File: config.mk
export PLATFORM = sky130hd
export DESIGN_NAME = instr_fetch_ctrl
export DESIGN_NICKNAME = d
export VERILOG_FILES = /design/src/rtl/fetch_pkg.sv /design/src/rtl/fetch_queue.sv /design/src/rtl/instr_fetch_ctrl.sv
export SDC_FILE = /design/constraint.sdc
export NUM_CORES = 1
export LEC_CHECK = 0
export ABC_AREA = 0
export BUFFER_PORTS_ARGS = -buffer_cell sky130_fd_sc_hd__buf_2
export CAP_MARGIN = 20
export CELL_PAD_IN_SITES_DETAIL_PLACEMENT = 0
export CELL_PAD_IN_SITES_GLOBAL_PLACEMENT = 1
export CORE_ASPECT_RATIO = 0.7
export CORE_MARGIN = 4
export CORE_UTILIZATION = 45
export CTS_CLUSTER_DIAMETER = 120
export DETAILED_ROUTE_END_ITERATION = 7
export GPL_ROUTABILITY_DRIVEN = 0
export GPL_TIMING_DRIVEN = 0
export PLACE_DENSITY = 0.78
export REMOVE_ABC_BUFFERS = 1
export SLEW_MARGIN = 20
export SYNTH_ARGS = -nofsm -noshare
export SYNTH_HDL_FRONTEND = slang
export SYNTH_HIERARCHICAL = 1
export SYNTH_SLANG_ARGS = --single-unit
File: constraint.sdc
create_clock -name clk -period 9.4 [get_ports clk]
set_input_delay 1.88 -clock clk [delete_from_list [all_inputs] [get_ports clk]]
set_output_delay 1.88 -clock clk [all_outputs]
set_load 0.02 [all_outputs]
File: src/rtl/fetch_pkg.sv
// rtl/fetch_pkg.sv - shared types and constants for the instruction fetch sequencer
package fetch_pkg;

  localparam int FETCH_ADDR_W = 32;
  localparam int INSTR_W      = 32;
  localparam int PC_STEP      = 4;

  typedef enum logic [1:0] {
    BOOT = 2'd0,
    WAIT = 2'd1,
    FULL = 2'd2
  } fetch_state_t;

  typedef struct packed {
    logic [FETCH_ADDR_W-1:0] pc;
    logic [INSTR_W-1:0]      instr;
  } fetch_entry_t;

endpackage

File: src/rtl/fetch_queue.sv
// rtl/fetch_queue.sv - circular queue of fetched {pc, instr} pairs with a registered head
module fetch_queue
  import fetch_pkg::*;
#(
  parameter int DEPTH = 2
) (
  input  logic         clk,
  input  logic         reset,
  input  logic         push,
  input  fetch_entry_t push_entry,
  input  logic         pop,
  input  logic         flush,
  output logic         full,
  output logic         empty,
  output fetch_entry_t head
);

  localparam int PTR_W = (DEPTH > 1) ? $clog2(DEPTH) : 1;
  localparam int CNT_W = PTR_W + 1;

  fetch_entry_t     mem_q [DEPTH];
  logic [PTR_W-1:0] rd_ptr_q, rd_ptr_d;
  logic [PTR_W-1:0] wr_ptr_q, wr_ptr_d;
  logic [CNT_W-1:0] count_q, count_d;
  fetch_entry_t     head_q, head_d;
  logic             pop_ok, push_ok, mem_we;

  assign full  = (count_q == CNT_W'(DEPTH));
  assign empty = (count_q == '0);
  assign head  = head_q;

  // head_q mirrors mem_q[rd_ptr_q] while non-empty and keeps the last popped entry otherwise
  always_comb begin
    pop_ok   = pop && !empty;
    push_ok  = push && (!full || pop_ok);
    mem_we   = push_ok && !flush;
    rd_ptr_d = rd_ptr_q;
    wr_ptr_d = wr_ptr_q;
    count_d  = count_q;
    head_d   = head_q;
    if (flush) begin
      rd_ptr_d = '0;
      wr_ptr_d = '0;
      count_d  = '0;
    end else begin
      rd_ptr_d = rd_ptr_q + PTR_W'(pop_ok);
      wr_ptr_d = wr_ptr_q + PTR_W'(push_ok);
      count_d  = count_q + CNT_W'(push_ok) - CNT_W'(pop_ok);
      if (empty && push_ok) begin
        head_d = push_entry;
      end else if (pop_ok) begin
        if (count_q > CNT_W'(1)) begin
          head_d = mem_q[rd_ptr_q + PTR_W'(1)];
        end else if (push_ok) begin
          head_d = push_entry;
        end
      end
    end
  end

  always_ff @(posedge clk) begin
    if (reset) begin
      rd_ptr_q <= '0;
      wr_ptr_q <= '0;
      count_q  <= '0;
      head_q   <= '0;
    end else begin
      rd_ptr_q <= rd_ptr_d;
      wr_ptr_q <= wr_ptr_d;
      count_q  <= count_d;
      head_q   <= head_d;
    end
  end

  always_ff @(posedge clk) begin
    if (mem_we) begin
      mem_q[wr_ptr_q] <= push_entry;
    end
  end

endmodule

File: src/rtl/instr_fetch_ctrl.sv
// rtl/instr_fetch_ctrl.sv - PC sequencer that holds each address for WAIT_CYCLES before sampling memory
module instr_fetch_ctrl
  import fetch_pkg::*;
#(
  parameter int                ADDR_W      = 32,
  parameter logic [ADDR_W-1:0] RESET_PC    = '0,
  parameter int                WAIT_CYCLES = 1,
  parameter int                DEPTH       = 2
) (
  input  logic              clk,
  input  logic              reset,
  output logic [ADDR_W-1:0] imem_addr,
  input  logic [31:0]       imem_instr,
  input  logic              fetch_en,
  input  logic              redirect_valid,
  input  logic [ADDR_W-1:0] redirect_pc,
  output logic              out_valid,
  input  logic              out_ready,
  output logic [31:0]       out_instr,
  output logic [ADDR_W-1:0] out_pc
);

  localparam int CNT_W = (WAIT_CYCLES > 0) ? $clog2(WAIT_CYCLES + 1) : 1;

  fetch_state_t      state_q, state_d;
  logic [ADDR_W-1:0] pc_q, pc_d;
  logic [CNT_W-1:0]  cnt_q, cnt_d;
  logic              q_push, q_pop, q_full, q_empty, space;
  fetch_entry_t      q_entry, q_head;

  assign imem_addr     = pc_q;
  assign out_valid     = !q_empty;
  assign out_pc        = ADDR_W'(q_head.pc);
  assign out_instr     = q_head.instr;
  assign q_pop         = out_valid && out_ready;
  assign space         = !q_full || q_pop;
  assign q_entry.pc    = FETCH_ADDR_W'(pc_q);
  assign q_entry.instr = imem_instr;

  // redirect flushes the queue, so a sample in the same cycle must not be pushed
  always_comb begin
    state_d = state_q;
    pc_d    = pc_q;
    cnt_d   = cnt_q;
    q_push  = 1'b0;
    if (redirect_valid) begin
      state_d = WAIT;
      pc_d    = {redirect_pc[ADDR_W-1:2], 2'b00};
      cnt_d   = '0;
    end else begin
      case (state_q)
        BOOT: state_d = WAIT;
        WAIT: begin
          if (fetch_en) begin
            if (cnt_q == CNT_W'(WAIT_CYCLES)) begin
              if (space) begin
                q_push = 1'b1;
                pc_d   = pc_q + ADDR_W'(PC_STEP);
                cnt_d  = '0;
              end else begin
                state_d = FULL;
              end
            end else begin
              cnt_d = cnt_q + CNT_W'(1);
            end
          end
        end
        FULL: begin
          if (fetch_en && space) begin
            q_push  = 1'b1;
            pc_d    = pc_q + ADDR_W'(PC_STEP);
            cnt_d   = '0;
            state_d = WAIT;
          end
        end
        default: state_d = BOOT;
      endcase
    end
  end

  always_ff @(posedge clk) begin
    if (reset) begin
      state_q <= BOOT;
      pc_q    <= RESET_PC;
      cnt_q   <= '0;
    end else begin
      state_q <= state_d;
      pc_q    <= pc_d;
      cnt_q   <= cnt_d;
    end
  end

  fetch_queue #(
    .DEPTH (DEPTH)
  ) u_queue (
    .clk        (clk),
    .reset      (reset),
    .push       (q_push),
    .push_entry (q_entry),
    .pop        (q_pop),
    .flush      (redirect_valid),
    .full       (q_full),
    .empty      (q_empty),
    .head       (q_head)
  );

endmodule

* After elaboration in Yosys (flattened, before gate mapping)
Memory sizes are Yosys's and may differ from the RTL's.
Cells that the tools add are included.
** Operators by class
- $lt $le $gt $ge :: 1
- Muxes and demuxes :: 29
- Shift-type cells :: 0
- Eq/ne operators :: 13
- Bitwise gates (word level) :: 1
- Add/sub/neg operators :: 7
- Divide/modulo/power cells :: 0
- Multipliers :: 0
- Reduce and logical (&&, ||, !) cells :: 24
** Operators with widths (number)
- $mux W64 :: 4
- $mux W32 :: 5
- $pmux W32 S2 :: 1
- $add A32 B3 Y32 const B :: 1
- $ne A3 B3 Y1 const B :: 5
- $mux W1 :: 12
- $ne A2 B2 Y1 const B :: 5
- $reduce_and A5 Y1 :: 2
- $mux W2 :: 4
- $reduce_and A4 Y1 :: 2
- $logic_and A1 B1 Y1 :: 6
- $pmux W2 S3 :: 1
- $reduce_and A3 Y1 :: 2
- $reduce_bool A3 Y1 :: 2
- $eq A2 B2 Y1 const B :: 2
- $logic_not A2 Y1 :: 2
- $pmux W1 S2 :: 2
- $reduce_bool A2 Y1 :: 2
- $logic_not A1 Y1 :: 3
- $add A1 B1 Y1 :: 2
- $add A1 B1 Y1 const B :: 2
- $add A2 B1 Y2 :: 1
- $eq A2 B1 Y1 const B :: 1
- $gt A2 B1 Y1 const B :: 1
- 4 further kinds :: 5
** Storage, ports and cells
- Logic and storage cells :: 86
- Bits in read-only memories :: 0
- RAM bits :: 128
- Output and inout port bits :: 97
- Bits in latches :: 0
- Bits of input ports :: 69
- Memories :: 1
- Flip-flop bits (word level) :: 103
** Memories
- u_queue.mem_q :: depth 2, bits a word 64, rd ports 1, clocked after Yosys merged registers in 0, wr ports 1, line fetch_queue.sv:21 : fetch_entry_t mem_q [DEPTH];

* Logic depth before layout (Yosys ltp)
- Depth in word-level cells :: 14
- Depth in mapped cells :: 15
- Gate-level depth less buffers :: 12

* Cells and area by module
The synthesis kept the hierarchy.
** Modules (own cells, without submodules)
- fetch_queue :: cells an instance 515, seq. area each 5205.0 um^2, instances 1, area an instance 7405.9 um^2
- instr_fetch_ctrl :: cells an instance 279, seq. area each 660.6 um^2, instances 1, area an instance 2230.9 um^2

* Worst setup path before layout
Ideal clock, no wire load.
- Path type :: input to register
- Start :: in redirect_valid
- End :: mem u_queue/mem_q[1][0] in the netlist's numbering, enable pin
- Arrival time :: 7.562 ns
- Required time :: 8.821 ns
- Library setup time :: 0.579 ns
- Buffers on the path :: 2
- Setup slack :: 1.259 ns
- Cell stages on the path :: 5
- Cell sequence :: clkbuf_1 clkbuf_1 nor4b_1 nand2b_1 nor3b_1
** Between the ends
- Cells in the longest elaborated chain, start to end :: 5
- Elaborated cells between the ends (all ways) :: 6
- Those cells by class :: mux: 3; reduce/logical: 3
** RTL lines
- from (decl) :: line instr_fetch_ctrl.sv:15 : input logic redirect_valid,
- $mux W1 :: line instr_fetch_ctrl.sv:46 : if (redirect_valid) begin
- named net q_push :: line instr_fetch_ctrl.sv:28 : logic q_push, q_pop, q_full, q_empty, space;
- $logic_and A1 B1 Y1 :: line fetch_queue.sv:35 : push_ok = push && (!full || pop_ok);
- $logic_and A1 B1 Y1 :: line fetch_queue.sv:36 : mem_we = push_ok && !flush;
- $mux W1 :: line fetch_queue.sv:76 : if (mem_we) begin
- $mux W1 (not written as such) :: line fetch_queue.sv:77 : mem_q[wr_ptr_q] <= push_entry;
- to (decl) :: line fetch_queue.sv:21
The timed path passes the listed nets, and every way through them passes these cells.

* Final worst setup path
- Start :: in out_ready
- End :: mem u_queue/mem_q[0][59] in the netlist's numbering, enable pin
** Between the ends
- Cells in the longest elaborated chain, start to end :: 11
- Elaborated cells between the ends (all ways) :: 15
- Those cells by class :: mux: 8; reduce/logical: 7
** RTL lines
- from (decl) :: line instr_fetch_ctrl.sv:18 : input logic out_ready,
- $logic_and A1 B1 Y1 * :: line instr_fetch_ctrl.sv:35 : assign q_pop = out_valid && out_ready;
- named net q_pop :: line instr_fetch_ctrl.sv:28
- $logic_or A1 B1 Y1 * :: line instr_fetch_ctrl.sv:36 : assign space = !q_full || q_pop;
- $mux W1 :: line instr_fetch_ctrl.sv:56 : if (space) begin
- $mux W1 :: line instr_fetch_ctrl.sv:55 : if (cnt_q == CNT_W'(WAIT_CYCLES)) begin
- $mux W1 :: line instr_fetch_ctrl.sv:54 : if (fetch_en) begin
- $pmux W1 S2 * :: line instr_fetch_ctrl.sv:51 : case (state_q)
- $mux W1 * :: line instr_fetch_ctrl.sv:46
- named net q_push :: line instr_fetch_ctrl.sv:28
- $logic_and A1 B1 Y1 * :: line fetch_queue.sv:35
- $logic_and A1 B1 Y1 * :: line fetch_queue.sv:36
- $mux W1 * :: line fetch_queue.sv:76
- $mux W1 (not written as such) * :: line fetch_queue.sv:77
Mark *: on every way through the listed nets, which the timed path passes. The rest lies on a longest branch.

==> results.py <==
metrics = {
    "die": {
        "start_util": 0.462,
        "design.core.area_um2": 20900,
        "io_pins": 166,
        "row_count": 44,
        "dieWidth_um": 183,
        "die_h_um": 130,
        "fp.dieArea_um2": 23900,
    },
    "setup_path": {
        "worstPathMaxFanout": 10,
        "cp-end-kind": "flip-flop",
        "start_kind": "input port",
        "ff2ff_setup_slack_ns": 5.30,
        "r2r_cells": 12,
        "r2r_start": "u_queue/count_q[1]",
        "crit_arrival_ns": 4.86,
        "cp.required_ns": 9.60,
        "r2r_end": "u_queue/mem_q[0][59]",
        "worst-setup-path-type": "in2reg",
    },
    "yosys": {
        "netlist_instances": 794,
        "ys_warn_count": 6,
        "synth_seq_cells": 229,
        "async_reset_ff_frac": 0,
        "syn_avg_cell_area_um2": 12.1,
        "synth.area.top_cells": "edfxtp_1 (40%), dfxtp_1 (21%), mux2i_1 (6.8%), a22o_1 (5.8%), nor2_1 (3.9%)",
        "synth_ff_type": "edfxtp_1",
        "yosys.area.top_type": "edfxtp_1",
        "syn_area_um2": 9640,
        "yosysSeqAreaShare": 0.609,
        "synth_cell_type_count": 58,
        "synth-edff-count": 128,
        "synth.top_cell.area_share": 0.399,
    },
    "grt": {
        "grt-ovfl-total": 0,
        "antenna_found_initial": 0,
        "grt_pass1_vias": 6585,
        "grt_usage": 0.189,
        "grt_max_degree": 50,
        "grt_first_pass_wirelength_um": 36300,
    },
    "place": {
        "io_buffer_count": 161,
        "dp_hpwl_um": 15500,
    },
    "final_layout": {
        "utilization": 0.559,
        "mostFrequentLayoutCell": "buf_2",
        "nNetsFinal": 1037,
        "final.fill_count": 1795,
        "drive_above_1_share": 0.245,
        "diodes": 0,
        "area.growth.synth_to_final_pct": 21.1,
        "layout_common_cells": "buf_2 (161), edfxtp_1 (128), nor2_1 (99), dfxtp_1 (99), a21oi_1 (72)",
    },
    "detailed_routing": {
        "wl_per_cell_um": 18.5,
        "drtIter0Drc": 392,
        "drt_first_pass_iters": 5,
        "ant_nets": 0,
        "vias": 6944,
        "wl_um": 23200,
        "viasPerCell": 5.54,
        "drc_errors": 0,
    },
    "clock_network": {
        "cts_buffers": 23,
        "post_cts_resized": 0,
        "cts_hold_buf": 0,
        "ctsLongestPathBuffers": 3,
        "clkTransAtPathRegs_ns": 0.06,
        "cts_tree": "done",
        "clock-sinks": 229,
        "insertion_delay_ns": 0.51,
        "cts_root_buffer": "clkbuf_16",
        "cts_setup_buffers": 0,
        "h-tree-depth": 1,
    },
    "min_path": {
        "whs_endpoint": "u_queue/head[5]",
        "min_path_type": "reg2reg",
        "hold_path_depth": 1,
        "min-delay-start": "u_queue/head[5]",
    },
    "timing": {
        "skew_ns": 0.0185,
        "post-route-min-period_ns": 4.66,
        "setup_viol": 0,
        "post-route-period-util": 0.496,
        "finalHoldViolCount": 0,
        "slew_violations": 0,
        "fin_tns_setup_ns": 0,
        "tightest_slew_ns": 1.12,
        "finalHoldWorstSlack_ns": 0.469,
        "fmaxAchievable_mhz": 214,
        "rsz0062_at_grt": "false",
        "relSlewSlack": 0.247,
    },
    "flow_run": {
        "max_cap_violations": 0,
    },
    "power": {
        "power.density_nw_per_um2": 186,
        "vdd_drop_max_uv": 115,
        "p_total_uw": 2170,
        "p_leak_uw": 0.00436,
    },
    "run_status": {
        "status": "completed",
    },
}
-- how the worst max path moves through the flow --
stage / from / endpoint / slack (ns)
after floorplan: u_queue/count_q[1] / u_queue/mem_q[1][0] / 0.39
after global placement: u_queue/count_q[1] / u_queue/mem_q[1][50] / -4.62
after detailed placement: out_ready / u_queue/mem_q[0][56] / 4.21
after CTS: out_ready / u_queue/mem_q[0][59] / 4.71
after global routing: out_ready / u_queue/mem_q[0][59] / 4.43
final: out_ready / u_queue/mem_q[0][59] / 4.74
-- registers in the layout, summed over array words and instances (netlist names) --
signal,flops
u_queue/mem_q,128
u_queue/head,64
imem_addr,30
state_q,2
u_queue/count_q,2
cnt_q,1
u_queue/rd_ptr_q,1
u_queue/wr_ptr_q,1
-- area by class of cell --
cell class                      count  area, um^2  area share
Sequential cell                   229        5870       0.503
Inverter                           19        72.6     0.00622
Clock buffer                       28         594      0.0509
Timing Repair Buffer              186        1150      0.0988
Clock inverter                     14         205      0.0176
Multi-Input combinational cell    501        3420       0.293
Tap cell                          276         345      0.0296
-- cell usage after synthesis, types with 6 or more instances --
cell,number
dfxtp_1,101
nor3_1,7
mux2i_1,65
nand4_1,10
o21ai_0,7
buf_6,14
a22o_1,64
nand3_1,10
a311oi_1,18
o31ai_1,14
ha_1,8
clkbuf_1,23
a211oi_1,6
nor4_1,8
nor2_1,99
a21oi_1,72
inv_1,17
or3_1,10
buf_2,10
or4_1,14
nand2_1,14
and4_1,8
edfxtp_1,128
-- power breakdown --
group | switching, uW | leakage [uW] | internal, uW
sequential | 24.2 | 0.00198 | 1070
combinational | 66.9 | 0.00200 | 42.7
clock | 380 | 0.000382 | 590
-- stage by stage --
step	setup WS, ns	instances	instance area, um^2
2_1_floorplan	0.386	749	9340
3_3_place_gp	-4.62	1186	10500
3_5_place_dp	4.21	1211	10900
4_1_cts	4.71	1253	11700
5_1_grt	4.43	1253	11700
6_report	4.74	1253	11700
-- kinds of logic (layout without fill, tap and decap cells) --
logic type | after synthesis | count (layout) | synth area share
DFF | 229 | 229 | 0.609
and+or+nand+nor | 208 | 208 | 0.109
AOI/OAI and AO/OA | 206 | 206 | 0.157
buffers and inverters | 71 | 247 | 0.0410
muxes | 66 | 66 | 0.0687
adders and majority gates | 8 | 8 | 0.0104
xor gates and xnor gates | 5 | 5 | 0.00455
other | 1 | 8 | 0.000389
-- worst max-delay path: stages --
cell and delay, ns:
buf_2 0.08, nand2b_1 0.20, inv_2 0.20, o21ai_0 0.13, nor4b_1 0.58, nand2b_1 0.24
nor3_2 0.59, buf_6 0.23, buf_6 0.14, buf_6 0.16, buf_4 0.22, buf_4 0.20
-- per-layer routing --
metal	track usage	part of all wire
met3	0.0379	0.058
met1	0.281	0.50
met4	0.0385	0.015
met2	0.291	0.43
met5	0	0
(Power assumes the default switching activity.)
